[src/rtl/game_sequencer_pkg.sv]
// Shared state encoding and frame-counter sizing for the play-state controller.
// The state values are also decoded by the VGA renderer, so they must stay stable.
package game_sequencer_pkg;

    localparam int STATE_W = 2;
    localparam int CNT_W   = 8;

    typedef enum logic [STATE_W-1:0] {
        ST_IDLE  = 2'd0,
        ST_PLAY  = 2'd1,
        ST_DYING = 2'd2,
        ST_OVER  = 2'd3
    } state_e;

    // DYING leaves on the tick that finds the counter at its last value; OVER saturates at the full count.
    function automatic logic [CNT_W-1:0] frame_limit(input state_e st,
                                                     input int die_frames,
                                                     input int over_frames);
        logic [CNT_W-1:0] limit;
        if (st == ST_OVER) begin
            limit = CNT_W'(over_frames);
        end else begin
            limit = CNT_W'(die_frames - 1);
        end
        return limit;
    endfunction

endpackage

[src/rtl/game_sequencer_frame_timer.sv]
// Frame-tick counter with clear, saturation at a programmable limit and a terminal compare.
// Also exposes one bit of the next count so the caller can register a blink output.
module game_sequencer_frame_timer
    import game_sequencer_pkg::*;
#(
    parameter int FLAG_BIT = 3
) (
    input  logic             i_clk,
    input  logic             i_rst_n,
    input  logic             i_clear,
    input  logic             i_tick,
    input  logic [CNT_W-1:0] i_limit,
    output logic             o_at_limit,
    output logic             o_flag_nxt
);

    logic [CNT_W-1:0] r_count;
    logic [CNT_W-1:0] w_count_nxt;

    assign o_at_limit = (r_count == i_limit);

    always_comb begin
        w_count_nxt = r_count;
        if (i_clear) begin
            w_count_nxt = '0;
        end else if (i_tick && !o_at_limit) begin
            w_count_nxt = r_count + CNT_W'(1);
        end
    end

    assign o_flag_nxt = w_count_nxt[FLAG_BIT];

    always_ff @(posedge i_clk or negedge i_rst_n) begin
        if (!i_rst_n) begin
            r_count <= '0;
        end else begin
            r_count <= w_count_nxt;
        end
    end

endmodule

[src/rtl/game_sequencer.sv]
// Play-state controller for the flappy/bar game: start, play, death pause, lives, game over.
// Gates bar scrolling, pulses the player reset and keeps lives and the high score.
module game_sequencer
    import game_sequencer_pkg::*;
#(
    parameter int LIVES       = 3,
    parameter int DIE_FRAMES  = 90,
    parameter int OVER_FRAMES = 60,
    parameter int FLASH_SHIFT = 3,
    parameter int SCORE_W     = 10
) (
    input  logic               clk,
    input  logic               reset,
    input  logic               frame_tick,
    input  logic               btn_flap,
    input  logic               collision,
    input  logic [SCORE_W-1:0] points,
    output logic [STATE_W-1:0] state,
    output logic               scroll_en,
    output logic               player_rst,
    output logic               freeze,
    output logic               flash,
    output logic [1:0]         lives,
    output logic [SCORE_W-1:0] high_score
);

    localparam logic [1:0] LIVES_INIT = 2'(LIVES);

    state_e             r_state;
    state_e             w_state_nxt;
    logic               r_btn_q;
    logic [1:0]         r_lives;
    logic [SCORE_W-1:0] r_high_score;
    logic               r_scroll_en;
    logic               r_player_rst;
    logic               r_freeze;
    logic               r_flash;

    logic               w_btn_rise;
    logic               w_death;
    logic               w_timer_clr;
    logic               w_at_limit;
    logic               w_flag_nxt;
    logic [CNT_W-1:0]   w_limit;
    logic               w_scroll_nxt;
    logic               w_prst_nxt;
    logic               w_freeze_nxt;
    logic               w_flash_nxt;

    assign w_btn_rise = btn_flap & ~r_btn_q;
    assign w_death    = (r_state == ST_PLAY) && collision;
    assign w_limit    = frame_limit(r_state, DIE_FRAMES, OVER_FRAMES);

    // The counter only means something inside DYING/OVER, and every state change restarts it.
    assign w_timer_clr = (r_state == ST_IDLE) || (r_state == ST_PLAY) || (w_state_nxt != r_state);

    game_sequencer_frame_timer #(
        .FLAG_BIT (FLASH_SHIFT)
    ) u_frame_timer (
        .i_clk      (clk),
        .i_rst_n    (reset),
        .i_clear    (w_timer_clr),
        .i_tick     (frame_tick),
        .i_limit    (w_limit),
        .o_at_limit (w_at_limit),
        .o_flag_nxt (w_flag_nxt)
    );

    always_ff @(posedge clk or negedge reset) begin
        if (!reset) begin
            r_state <= ST_IDLE;
            r_btn_q <= 1'b0;
        end else begin
            r_state <= w_state_nxt;
            r_btn_q <= btn_flap;
        end
    end

    always_comb begin
        w_state_nxt = r_state;
        case (r_state)
            ST_IDLE: begin
                if (w_btn_rise) begin
                    w_state_nxt = ST_PLAY;
                end
            end
            ST_PLAY: begin
                if (collision) begin
                    w_state_nxt = ST_DYING;
                end
            end
            ST_DYING: begin
                if (frame_tick && w_at_limit) begin
                    w_state_nxt = (r_lives == 2'd0) ? ST_OVER : ST_PLAY;
                end
            end
            ST_OVER: begin
                if (w_btn_rise && w_at_limit) begin
                    w_state_nxt = ST_IDLE;
                end
            end
            default: begin
                w_state_nxt = ST_IDLE;
            end
        endcase
    end

    // Outputs are computed from the upcoming state so the registered copies line up with it.
    always_comb begin
        w_scroll_nxt = (r_state == ST_PLAY) && frame_tick && !collision;
        w_prst_nxt   = (r_state != ST_PLAY) && (w_state_nxt == ST_PLAY);
        w_freeze_nxt = (w_state_nxt != ST_PLAY);
        w_flash_nxt  = (w_state_nxt == ST_DYING) && w_flag_nxt;
    end

    always_ff @(posedge clk or negedge reset) begin
        if (!reset) begin
            r_scroll_en  <= 1'b0;
            r_player_rst <= 1'b0;
            r_freeze     <= 1'b1;
            r_flash      <= 1'b0;
        end else begin
            r_scroll_en  <= w_scroll_nxt;
            r_player_rst <= w_prst_nxt;
            r_freeze     <= w_freeze_nxt;
            r_flash      <= w_flash_nxt;
        end
    end

    always_ff @(posedge clk or negedge reset) begin
        if (!reset) begin
            r_lives      <= LIVES_INIT;
            r_high_score <= '0;
        end else if ((r_state == ST_IDLE) && w_btn_rise) begin
            r_lives <= LIVES_INIT;
        end else if (w_death) begin
            if (r_lives != 2'd0) begin
                r_lives <= r_lives - 2'd1;
            end
            if (points > r_high_score) begin
                r_high_score <= points;
            end
        end
    end

    assign state      = r_state;
    assign scroll_en  = r_scroll_en;
    assign player_rst = r_player_rst;
    assign freeze     = r_freeze;
    assign flash      = r_flash;
    assign lives      = r_lives;
    assign high_score = r_high_score;

endmodule

[config.mk]
export PLATFORM = sky130hd
export DESIGN_NAME = game_sequencer
export DESIGN_NICKNAME = d
export VERILOG_FILES = /design/src/rtl/game_sequencer_pkg.sv /design/src/rtl/game_sequencer_frame_timer.sv /design/src/rtl/game_sequencer.sv
export SDC_FILE = /design/constraint.sdc
export NUM_CORES = 1
export LEC_CHECK = 0
export ABC_AREA = 1
export BUFFER_PORTS_ARGS = -buffer_cell sky130_fd_sc_hd__buf_2
export CORE_MARGIN = 5
export CORE_UTILIZATION = 62
export CTS_BUF_LIST = sky130_fd_sc_hd__clkbuf_8
export CTS_CLUSTER_DIAMETER = 100
export CTS_CLUSTER_SIZE = 8
export DETAILED_ROUTE_END_ITERATION = 16
export PLACE_DENSITY = 0.88
export SLEW_MARGIN = 20
export SYNTH_ARGS = -nofsm -noshare
export SYNTH_HDL_FRONTEND = slang
export SYNTH_HIERARCHICAL = 1
export SYNTH_SLANG_ARGS = --single-unit
[constraint.sdc]
create_clock -name clk -period 3.9 [get_ports clk]
set_input_delay 0.585 -clock clk [delete_from_list [all_inputs] [get_ports clk]]
set_output_delay 0.585 -clock clk [all_outputs]
set_load 0.03 [all_outputs]
After elaboration in Yosys (flattened, before gate mapping)
Index checks and enable logic that the tools add are counted.

Flip-flop bits (word level): 27. Input bits: 15. Output and inout port bits: 18. Logic and storage cells: 58.

Add/sub/neg operators: 2. Order comparisons: 1. Eq/ne operators: 9. Mux-type cells: 12. Bitwise gates (word level): 3. Reduce and logical (&&, ||, !) cells: 21.

Operators with widths (number): $mux W2 (8); $mux W8 (2); $gt A10 B10 Y1 (1); $logic_and A1 B1 Y1 (9); $add A8 B1 Y8 const B (1); $eq A8 B7 Y1 (1); $pmux W2 S4 (1); $reduce_bool A2 Y1 (4); $mux W7 (1); $eq A2 B2 Y1 const B (3); $eq A2 B1 Y1 const B (2); $logic_not A2 Y1 (2); $ne A2 B1 Y1 const B (2); $reduce_and A3 Y1 (1); $logic_not A1 Y1 (2); $logic_or A1 B1 Y1 (2); $ne A2 B2 Y1 (1); $not A1 Y1 (2); $reduce_and A2 Y1 (1); $sub A2 B1 Y2 const B (1); $and A1 B1 Y1 (1).

Longest topological paths before layout
Depth in word-level cells: 10. Mapped depth: 17. Gate-level depth less buffers: 17.

Hierarchy
The synthesis kept the hierarchy.

By module, submodules not included: game_sequencer (times used 1, cells an instance 145, area each 1129.8 µm², seq. area each 479.2 µm²); game_sequencer_frame_timer (times used 1, cells an instance 94, area each 638.1 µm², seq. area each 200.2 µm²).

Worst setup path after synthesis
Ideal clock, no wire load.

Kind: reg2reg. Start: register r_state[1], in the netlist state[1]. End: register u_frame_timer.r_count[2]. Library setup time: 0.141 ns. Data arrival time: 2.515 ns. Data required time: 3.759 ns. Path slack: 1.244 ns. Cell stages (with the launch flop): 15. Path buffers: 0. Period minus slack after synthesis: 2.656 ns. Cell sequence: dfrtp_1 nand2_1 inv_2 xnor2_1 nand2_1 nor2_1 nand2_2 inv_1 nand4_1 nand3_2 nor2_2 o21ai_0 clkinv_1 nand3_1 o21ai_1.

Word-level cells in the longest chain between the ends: 9. Elaborated cells between the ends (all ways): 20. Those cells by class: eq/ne (5); mux (7); reduce/logical (8).

RTL lines: start, declared (RTL line game_sequencer.sv:29) `state_e r_state;`; start signal, assigned (RTL line game_sequencer.sv:74) `r_state <= w_state_nxt;`; $eq A2 B2 Y1 * (RTL line game_sequencer_pkg.sv:20) `if (st == ST_OVER) begin`; $mux W7 * (RTL line game_sequencer_pkg.sv:20); net w_limit[0] (RTL line game_sequencer.sv:44) `logic [CNT_W-1:0] w_limit;`; $eq A8 B7 Y1 * (RTL line game_sequencer_frame_timer.sv:20) `assign o_at_limit = (r_count == i_limit);`; net w_at_limit (RTL line game_sequencer.sv:42) `logic w_at_limit;`; $logic_and A1 B1 Y1 (on tied branches) (RTL line game_sequencer.sv:98, game_sequencer.sv:93); $mux W2 (on tied branches) (RTL line game_sequencer.sv:98, game_sequencer.sv:93); $pmux W2 S4 * (RTL line game_sequencer.sv:81) `case (r_state)`; $ne A2 B2 Y1 * (RTL line game_sequencer.sv:55) `assign w_timer_clr = (r_state == ST_IDLE) || (r_state == ST_PLAY) || (w_state_nxt != r_state);`; $logic_or A1 B1 Y1 * (RTL line game_sequencer.sv:55); net w_timer_clr (RTL line game_sequencer.sv:41) `logic w_timer_clr;`; $mux W8 / $reduce_bool A2 Y1 (equally long branches); end signal, assigned (RTL line game_sequencer_frame_timer.sv:37) `r_count <= w_count_nxt;`; end, declared (RTL line game_sequencer_frame_timer.sv:17) `logic [CNT_W-1:0] r_count;`.

Mark *: on every way through the listed nets, which the timed path passes. The rest lies on a longest branch. A chain may end at the register's enable or synchronous reset.

Worst setup path in the final report
Start: register r_state[1], in the netlist state[1]. End: register u_frame_timer.r_count[6].

Same word-level chain as after synthesis.

==> results.txt <==
The routed design could run at a clock period as short as 2.882 ns. Registers take 679.4 um2. The average instance area after synthesis was 7.397 um2. The number of hold buffers added after CTS was 0. The clock tree root driver cell is sky130_fd_sc_hd__clkbuf_8.

The startpoint identified for the worst register-to-register timing path is state[1]$_DFF_PN0_. The initial antenna violation count came out at 0. Entering global routing, the biggest net connects 28 pins. In this run the worst hold path is classified as in2async.

The starting density of the core was 0.6467; the total global routing track utilization was 0.1950. The congestion estimate from routability-driven global placement came to 0.8965. STA classifies the critical path endpoint as a flip-flop. Synthesis produced a netlist whose cell count is 239.

Category of the worst setup path launch point: a flip-flop. The leakage power figure came out at 0.001144 uW. The chip width was 63.40 um.

The post-synthesis sequential area ratio was 0.3843; the slack of the worst reg-to-reg path was 1.02 ns. The proportion of power drawn by flip-flops and latches was 0.353. The CTS buffer count is 3, and the first-iteration detailed-routing DRC count is 92. The first TritonRoute pass finished after 4 iterations. The number of diodes added for antenna fixing came out at 0. After detailed routing, the average wire length per cell comes to 11.35 um. The number of levels in the clock H-tree was 1; the synthesis-to-finish area growth was 12.95%. The via count of the first global-routing pass was 1,495; the number of synthesized flops with an enable pin was 0. The largest total area in the synthesized netlist belongs to sky130_fd_sc_hd__dfrtp_1. The count of buffers added on input and output ports is 32. The critical path is of the reg2reg type.

The headroom to the max-slew limit is 0.5775. Measured along the y axis, the die boundary spans 63.40 um. Final number of hold-violating endpoints: 0. Setup repair after global routing left no endpoint under its margin. The proportion of total power due to net switching is 0.4853.

The first global-routing pass estimated 6348 um of wire. After filler insertion, the fill cell instance count of the layout stands at 246. Based on the critical path, the design can be clocked at up to 347.0 MHz. Share of power burned in the clock network: 0.121.

For the cell count after placement, the log shows 304. The filler-free cell count of the finished design came out at 308. In the final layout, the multi-input gates occupy 907.1 um2. For this design, the sink count on the clock tree is 27. Of all nets on the critical path, the largest fanout is 10.

The post-route DRC violation count was 0; the max-capacitance violation count was 0. The worst-case IR drop observed on VDD is 0.0006248 V. By count the netlist is led by sky130_fd_sc_hd__nand2_1, sky130_fd_sc_hd__inv_1, sky130_fd_sc_hd__nand3_1. The detailed router put a total of 1521 um of wire on met1. The highest metal layer carrying signal wires in the routed design is met4.

Pin placement for this block handled 33 I/O pins. The routed wire length is 3497 um, and the setup TNS is 0 ns. After synthesis, the cell types taking the most area are sky130_fd_sc_hd__dfrtp_1, sky130_fd_sc_hd__nand2_1, sky130_fd_sc_hd__ha_1, sky130_fd_sc_hd__inv_1, sky130_fd_sc_hd__nand3_1. The met3 wirelength from detailed routing is 213 um, and the detailed route wirelength on metal2 is 1704 um.

Gates resized during post-CTS repair numbered 0. In this run, distinct cell masters in the synthesized netlist total 27. The clock network latency to the later pin of the worst-skew pair is 0.27 ns. The startpoint of the most critical setup path was state[1]$_DFF_PN0_. The flow ran to the end, and the final reports show no timing, DRC or antenna violations. For this run the aggregate overflow at the end of global routing stands at 0. By instance count, the leading cell after synthesis is sky130_fd_sc_hd__nand2_1.

The cell area power density works out to 618.5 nW/um2. The run gives 0 as the total setup violations reported at the end of the flow. In this run the standard cell core region covers 2734 um2.

Measured in cells, the most critical reg-to-reg path has a length of 14. The share of flip-flops with an asynchronous set or reset is 1.000, and the post-detailed-route count of antenna-violating nets is 0. The tools report the worst-case clock buffer depth as 2. Total net switching power: 599.5 uW.

Counting flops and latches in the post-synthesis netlist gives 27. TritonCTS built the clock tree. For the internal power, the log shows 635.7 uW. The fraction of final layout cells with drive strength greater than 1 was 0.2166; the arrival time of data at the critical path endpoint was 3.02 ns. The proportion of netlist area held by the largest area contributor was 0.3397; the number of max-slew violations in the final report was 0. The final net count is 305. Leading register cell type out of synthesis: sky130_fd_sc_hd__dfrtp_1. The tools report the critical register-to-register path endpoint as u_frame_timer/r_count[6]$_DFFE_PN0P_. At the pin with the least slew margin, the transition time is 0.6271 ns.

At the worst endpoint, the required time is 4.03 ns. Detailed placement ended at an HPWL of 2792 um. The combinational cell fraction of total power is 0.526, and the total die area is 4020 um2. Across all layers, the routed design uses 1,518 vias. The synthesized netlist occupies a cell area of 1768 um2. The number of warnings issued by yosys is 6, and the detailed-route vias per instance is 4.929. The period utilization is 0.7390. The clock arrives with 0.002162 ns of skew.

The number of rows created at floorplan was 19. The run gives 0 as the number of setup buffers added after CTS. Clock-pin slew of the registers on the worst-case setup and hold paths: 0.08 ns.
[per-stage QoR]
stage	power, uW	cell area, um2	hold WS [ns]	util	setup slack (ns)
floorplan	936.6	1787	0.2894	-	1.244
CTS	1248	1997	0.3202	0.7304	1.041
global route	1363	1997	0.3567	0.7304	0.7324
detailed placement	1091	1952	0.4792	0.7140	1.040
finish	1235	1997	0.3084	0.7304	1.018
global placement	1069	1952	0.4789	0.7140	1.244
[worst max-delay path, stage by stage, from the launching register on]
cell	delay, ns
sky130_fd_sc_hd__dfrtp_1	0.44
sky130_fd_sc_hd__nand2_1	0.17
sky130_fd_sc_hd__inv_2	0.08
sky130_fd_sc_hd__xnor2_1	0.15
sky130_fd_sc_hd__nand2_1	0.07
sky130_fd_sc_hd__nor2_1	0.12
sky130_fd_sc_hd__nand2_2	0.12
sky130_fd_sc_hd__inv_1	0.12
sky130_fd_sc_hd__nand4_1	0.13
sky130_fd_sc_hd__nand3_2	0.11
sky130_fd_sc_hd__nor2_2	0.05
sky130_fd_sc_hd__o21ai_0	0.52
sky130_fd_sc_hd__clkinv_1	0.43
sky130_fd_sc_hd__nand3_1	0.18
sky130_fd_sc_hd__o21ai_1	0.07
[how the worst max path moves through the flow]
| stage | endpoint | depth (start not counted) |
|---|---|---|
| finish | u_frame_timer/r_count[6]$_DFFE_PN0P_ | 14 |
| detailed placement | u_frame_timer/r_count[6]$_DFFE_PN0P_ | 14 |
| global placement | u_frame_timer/r_count[2]$_DFFE_PN0P_ | 14 |
| CTS | u_frame_timer/r_count[6]$_DFFE_PN0P_ | 14 |
| global route | u_frame_timer/r_count[6]$_DFFE_PN0P_ | 14 |
| floorplan | u_frame_timer/r_count[2]$_DFFE_PN0P_ | 14 |
[kinds of logic (layout without fill, tap and decap cells)]
kind of cell | after synthesis | in the layout | synth area share
simple gates | 134 | 134 | 0.3411
buf+inv | 47 | 80 | 0.1132
compound gates | 8 | 8 | 0.02760
other cells | 2 | 7 | 0.004248
fa+ha+maj | 12 | 12 | 0.08492
flops | 27 | 27 | 0.3843
xor+xnor | 9 | 9 | 0.04459
[routing by layer]
layer / global-route usage / vias up
met5: 0 / -
li1: - / 798
met4: 0.07792 / 0
met3: 0.03730 / 6
met1: 0.2446 / 678
met2: 0.3274 / 36
[layout make-up]
class                   instances  share of cell area
well taps                      31             0.01942
multi-input cells             170              0.4543
clock buffers                   3             0.02068
repair buffers                 32             0.08020
inverters                      44             0.08333
flip-flops and latches         27              0.3402
clock inverters                 1            0.001880
[power groups by stage]
| stage | clock network (uW) | registers [uW] | logic (uW) |
|---|---|---|---|
| CTS | 158 | 436 | 654 |
| global route | 172 | 451 | 740 |
| floorplan | 0 | 585 | 351 |
| global placement | 0 | 437 | 632 |
| detailed placement | 0 | 441 | 650 |
| finish | 150 | 436 | 649 |
[registers in the layout, indices dropped and copies added, names as in the netlist]
signal	flops
player_rst	1
scroll_en	1
r_btn_q	1
high_score	10
state	2
freeze	1
flash	1
lives	2
u_frame_timer/r_count	8
[cells in the final DEF, fill, tap and decap left out, types with 3 or more instances in the layout]
master	Yosys	layout
sky130_fd_sc_hd__xor2_1	6	6
sky130_fd_sc_hd__dfrtp_1	24	24
sky130_fd_sc_hd__conb_1	2	7
sky130_fd_sc_hd__ha_1	12	12
sky130_fd_sc_hd__clkbuf_8	0	3
sky130_fd_sc_hd__dfstp_2	3	3
sky130_fd_sc_hd__nor2_1	10	10
sky130_fd_sc_hd__nand2_1	76	76
sky130_fd_sc_hd__nand2_2	8	8
sky130_fd_sc_hd__nand3_1	26	26
sky130_fd_sc_hd__buf_2	0	32
sky130_fd_sc_hd__inv_1	38	39
sky130_fd_sc_hd__nor2_2	6	6
sky130_fd_sc_hd__inv_2	3	3
sky130_fd_sc_hd__xnor2_1	3	3
Power figures use the tool's default switching activity.
